[src/rtl/accel_cmd_sequencer.sv]
// Issues one register-window command to the accelerator, then waits for done, timeout or abort.
// Latency: the start pulse comes one cycle after the start edge; status settles one cycle after done, timeout or abort.
// Backpressure: the start is held off while accel_ready is low, and new start edges are dropped while a command is in flight.
module accel_cmd_sequencer #(
    parameter int unsigned TIMEOUT_CYCLES = 1024,
    parameter int unsigned CNT_W          = 16
) (
    input  logic        clk,
    input  logic        rst,
    input  logic [31:0] cmd_in,
    input  logic [31:0] arg0_in,
    input  logic [31:0] arg1_in,
    input  logic        accel_ready,
    input  logic        accel_done,
    input  logic        accel_err,
    input  logic [31:0] accel_result,
    output logic        accel_start,
    output logic        accel_abort,
    output logic [3:0]  accel_op,
    output logic [31:0] accel_arg0,
    output logic [31:0] accel_arg1,
    output logic [31:0] status_out,
    output logic [31:0] result_out,
    output logic        polling
);

    localparam logic [1:0] S_IDLE  = 2'd0;
    localparam logic [1:0] S_ISSUE = 2'd1;
    localparam logic [1:0] S_RUN   = 2'd2;
    localparam logic [1:0] S_DONE  = 2'd3;

    localparam logic [CNT_W-1:0] CNT_LAST = CNT_W'(TIMEOUT_CYCLES - 1);

    logic [1:0]       state;
    logic             start_q;
    logic [CNT_W-1:0] cnt;
    logic             busy_f;
    logic             done_f;
    logic             err_f;
    logic             timeout_f;
    logic             aborted_f;
    logic [7:0]       cmd_cnt;

    logic start_rise;
    logic active;
    logic done_hit;
    logic timeout_hit;
    logic abort_req;
    logic kill;

    logic unused_cmd_bits;
    assign unused_cmd_bits = ^{cmd_in[30:8], cmd_in[3:2]};

    assign start_rise  = cmd_in[0] & ~start_q;
    assign active      = (state == S_ISSUE) || (state == S_RUN);
    assign done_hit    = (state == S_RUN) && accel_done;
    assign timeout_hit = active && (cnt == CNT_LAST);
    assign abort_req   = active && cmd_in[31];
    // A same-cycle done beats timeout and abort; a kill in ISSUE also suppresses the start.
    assign kill        = (timeout_hit || abort_req) && !done_hit;

    assign accel_start = (state == S_ISSUE) && accel_ready && !kill;
    assign accel_abort = kill;

    assign status_out = {16'h0000, cmd_cnt, 3'b000, aborted_f, timeout_f, err_f, done_f, busy_f};

    always_ff @(posedge clk or posedge rst) begin
        if (rst) begin
            state      <= S_IDLE;
            start_q    <= 1'b0;
            cnt        <= '0;
            busy_f     <= 1'b0;
            done_f     <= 1'b0;
            err_f      <= 1'b0;
            timeout_f  <= 1'b0;
            aborted_f  <= 1'b0;
            cmd_cnt    <= 8'd0;
            accel_op   <= 4'd0;
            accel_arg0 <= 32'd0;
            accel_arg1 <= 32'd0;
            result_out <= 32'd0;
            polling    <= 1'b0;
        end else begin
            start_q <= cmd_in[0];
            case (state)
                S_IDLE: begin
                    if (start_rise) begin
                        accel_op   <= cmd_in[7:4];
                        accel_arg0 <= arg0_in;
                        accel_arg1 <= arg1_in;
                        polling    <= cmd_in[1];
                        busy_f     <= 1'b1;
                        done_f     <= 1'b0;
                        err_f      <= 1'b0;
                        timeout_f  <= 1'b0;
                        aborted_f  <= 1'b0;
                        cnt        <= '0;
                        state      <= S_ISSUE;
                    end
                end
                S_ISSUE, S_RUN: begin
                    if (done_hit) begin
                        result_out <= accel_result;
                        done_f     <= 1'b1;
                        err_f      <= accel_err;
                        cmd_cnt    <= cmd_cnt + 8'd1;
                        state      <= S_DONE;
                    end else if (kill) begin
                        timeout_f <= timeout_hit;
                        aborted_f <= abort_req;
                        err_f     <= 1'b1;
                        state     <= S_DONE;
                    end else if ((state == S_ISSUE) && accel_ready) begin
                        cnt   <= '0;
                        state <= S_RUN;
                    end else begin
                        cnt <= cnt + CNT_W'(1);
                    end
                end
                default: begin
                    busy_f  <= 1'b0;
                    polling <= 1'b0;
                    state   <= S_IDLE;
                end
            endcase
        end
    end

endmodule

[config.mk]
export PLATFORM = sky130hd
export DESIGN_NAME = accel_cmd_sequencer
export DESIGN_NICKNAME = d
export VERILOG_FILES = /design/src/rtl/accel_cmd_sequencer.sv
export SDC_FILE = /design/constraint.sdc
export NUM_CORES = 1
export LEC_CHECK = 0
export BUFFER_PORTS_ARGS = -buffer_cell sky130_fd_sc_hd__buf_2
export CAP_MARGIN = 10
export CORE_AREA = 2 2 138 86
export CTS_BUF_LIST = sky130_fd_sc_hd__clkbuf_4
export DETAILED_ROUTE_END_ITERATION = 12
export DIE_AREA = 0 0 140 88
export PLACE_DENSITY = 0.85
export RECOVER_POWER = 25
export SLEW_MARGIN = 5
export SYNTH_ARGS = -nofsm -noshare
export SYNTH_HDL_FRONTEND = slang
export SYNTH_SLANG_ARGS = --single-unit
[constraint.sdc]
create_clock -name clk -period 9.8 [get_ports clk]
set_input_delay 1.96 -clock clk [delete_from_list [all_inputs] [get_ports clk]]
set_output_delay 1.96 -clock clk [all_outputs]
set_load 0.01 [all_outputs]
==> flow_summary.yaml <==
placed_design:
  port_buffers: 223
  dp_hpwl_mm: 9.93
  gp_congestion: 0.810
floorplan:
  dieArea_um2: 12300
  core_um2: 11100
  die-width_um: 140
  start_util_pct: 51.2
  pin_count: 268
  die_h_um: 88
  row_count: 30
synth:
  synth_compound_area_share_pct: 6.78
  yosysSeqAreaShare_pct: 58.7
  synthArstFlopShare_pct: 100
  synth-simple-area-share_pct: 6.75
  yosysMostFrequentCell: "dfrtp_1"
  yosys_warnings: 0
  yosysTopAreaCell: "dfrtp_1"
  synthAdderAreaFrac_pct: 1.32
  synth_edf_count: 0
  synth_top_area_share_pct: 58.7
  synthXorXnorAreaFrac_pct: 1.08
  synth_mux_area_share_pct: 20.3
  ys.flop_type: "dfrtp_1"
  avgSynthCellArea_um2: 13.2
  synth_commonest_cells: "dfrtp_1, mux2_2, buf_4, o21ai_0, nand2_1"
  ys_ff_latch: 133
  synth_cell_type_count: 40
  syn_area_um2: 5670
  synth_cells: 429
  synth_top_family_by_area: "multiplexers"
  synthTopCellsByArea: "dfrtp_1, mux2_2, buf_4, o21ai_0, nand2_1"
sta:
  finalClockSkew_ns: 0.0272
  slew_headroom_pct: -62.8
  slew_violations: 95
  rsz0062_at_grt: "false"
  fin_crit_ns: 4.79
  setup_violations: 0
  fmax_mhz: 209
  whs_ns: 0.500
  finalCritPeriodShare_pct: 48.9
  hold_violations: 0
  tns_ns: 0
  worst_slew_pin_slew_ns: 2.43
grt:
  grt_pass1_wl_mm: 21.0
  grt_pass1_vias: 4273
  antenna_found_initial: 2
  gr-usage-all-layers_pct: 21.7
  overflow: 0
  grt_start_max_net_pins: 80
cts:
  cts_sinks: 133
  clk_latency_ns: 0.51
  cts_tree: "yes"
  cts.path.max_buffers: 2
  path_clk_slew_ns: 0.12
  cts_root_buf: "clkbuf_4"
  cts_buffers: 17
  htreeDepth: 4
  cts_setup_buffers: 0
  hold_buffers: 0
  cts-resized-gates: 0
status:
  outcome: "finished with violations"
  violations: "design-rule violations, max-capacitance violations, max-slew violations"
cells_and_area:
  synthToLayoutAreaGrowth_pct: 24.0
  drive_gt1_share_pct: 54.5
  num_antenna_cells: 0
  fin_nets: 788
  fillers: 830
power_and_ir_drop:
  p_sw_mw: 0.832
  power.leakage_nw: 3.49
  clkPwrFrac_pct: 15.0
  pwr-share-comb_pct: 43.2
  p_total_mw: 2.17
  netSwitchingFraction_pct: 38.3
  peakVddDrop_uv: 168
  intPower_mw: 1.34
  power_per_cell_area_nw_per_um2: 309
  seq_power_share_pct: 41.8
setup_path:
  r2r_setup_slack_ns: 6.25
  cp.required_ns: 7.84
  start_kind: "register"
  worstSetupPathType: "reg2out"
  cp_max_fo: 12
  arrival_ns: 2.83
  critPathCaptureType: "output pin"
route:
  drt_iter0_drc: 202
  num_vias: 4122
  drc: 12
  first_pass_iters: 11
  postRouteAntennaNets: 0
  avgRoutedWirePerCell_um: 16.6
  via_per_inst: 5.11
  wl_mm: 13.4
worst_hold_path:
  hp-class: "reg2reg"
flow_run:
  maxCapViolations: 2
## cells by family (layout without fill, tap and decap cells)
group                      count (synthesis)  after routing
DFF                                      133            133
xor gates and xnor gates                   7              7
and+or+nand+nor                           71             71
other                                      1             19
buffers and inverters                     49            264
adders and majority gates                  6              6
muxes                                    102            102
AOI/OAI and AO/OA                         60             60
## through the flow
| step | setup WS (ns) | utilization [%] | instances | cell area [um2] |
|---|---|---|---|---|
| after CTS | 4.98 | 63.6 | 806 | 7040 |
| after floorplan | 4.29 | - | 447 | 5740 |
| after detailed placement | 5.13 | 61.4 | 774 | 6800 |
| after global routing | 4.76 | 63.5 | 806 | 7030 |
| final | 5.01 | 63.5 | 806 | 7030 |
| after global placement | 5.15 | 61.4 | 774 | 6800 |
## state kept, by name, indices dropped and copies added (netlist names)
signal	count
aborted_f	1
accel_arg0	32
cnt	16
state	2
cmd_cnt	8
done_f	1
err_f	1
start_q	1
polling	1
accel_arg1	32
result_out	32
timeout_f	1
busy_f	1
accel_op	4
## worst max-delay path, cell delays in order, from the launching register on
cell,delay [ns]
dfrtp_1,0.46
ha_1,0.24
nand3_1,0.14
nor2_1,0.70
nand2_1,0.27
a21oi_1,0.31
nor2_1,0.07
buf_2,0.15
## final timing paths
check / start / end / cells past startpoint
worst max-delay path: cnt[0] / accel_start / 7
worst min register to register: cmd_cnt[6] / cmd_cnt[6] / 1
worst min-delay path: cmd_cnt[6] / cmd_cnt[6] / 1
min in group asynchronous: rst / result_out[4] / 2
max in group asynchronous: rst / accel_arg0[22] / 3
worst max register to register: state[0] / cmd_cnt[7] / 8
## layout make-up
type,count,area (um2),area share [%]
clock buffer,17,128,1.82
clock inverter,15,121,1.73
inverter,6,23.8,0.338
multi-input combinational,265,2120,30.1
sequential,133,3330,47.3
tap,144,180,2.56
timing repair buffer,226,1130,16.1
## cells in the final DEF (no fill, tap or decap), drive strengths merged, types with 2 or more instances in the layout
| cell type | count |
|---|---|
| nand3 | 6 |
| o21ai | 23 |
| buf | 222 |
| nor2 | 11 |
| mux2 | 102 |
| clkinvlp | 7 |
| a221o | 2 |
| nor3 | 3 |
| nand4 | 6 |
| and2 | 6 |
| o41ai | 2 |
| nand2b | 6 |
| a31oi | 6 |
| inv | 11 |
| o211ai | 2 |
| o31ai | 9 |
| xor2 | 3 |
| a21o | 2 |
| and3 | 6 |
| nand2 | 21 |
| xnor2 | 4 |
| a21oi | 9 |
| clkbuf | 21 |
| dfrtp | 133 |
| conb | 19 |
| ha | 6 |
| clkinv | 3 |
## power groups by stage
stage,clock network (mW),registers (mW),logic [mW]
after floorplan,0,1.01,0.489
after global placement,0,0.899,0.906
after detailed placement,0,0.919,0.941
after CTS,0.337,0.910,0.945
after global routing,0.365,0.939,1.02
final,0.326,0.909,0.939
## layer usage
metal	GRT usage, %	vias to the layer above	wire, um
li1	-	1922	-
met1	26.4	2032	5470
met2	36.3	148	6700
met3	8.42	18	1080
met4	7.35	2	158
met5	0	-	11
Note: power is estimated with default switching activity, not from simulation.
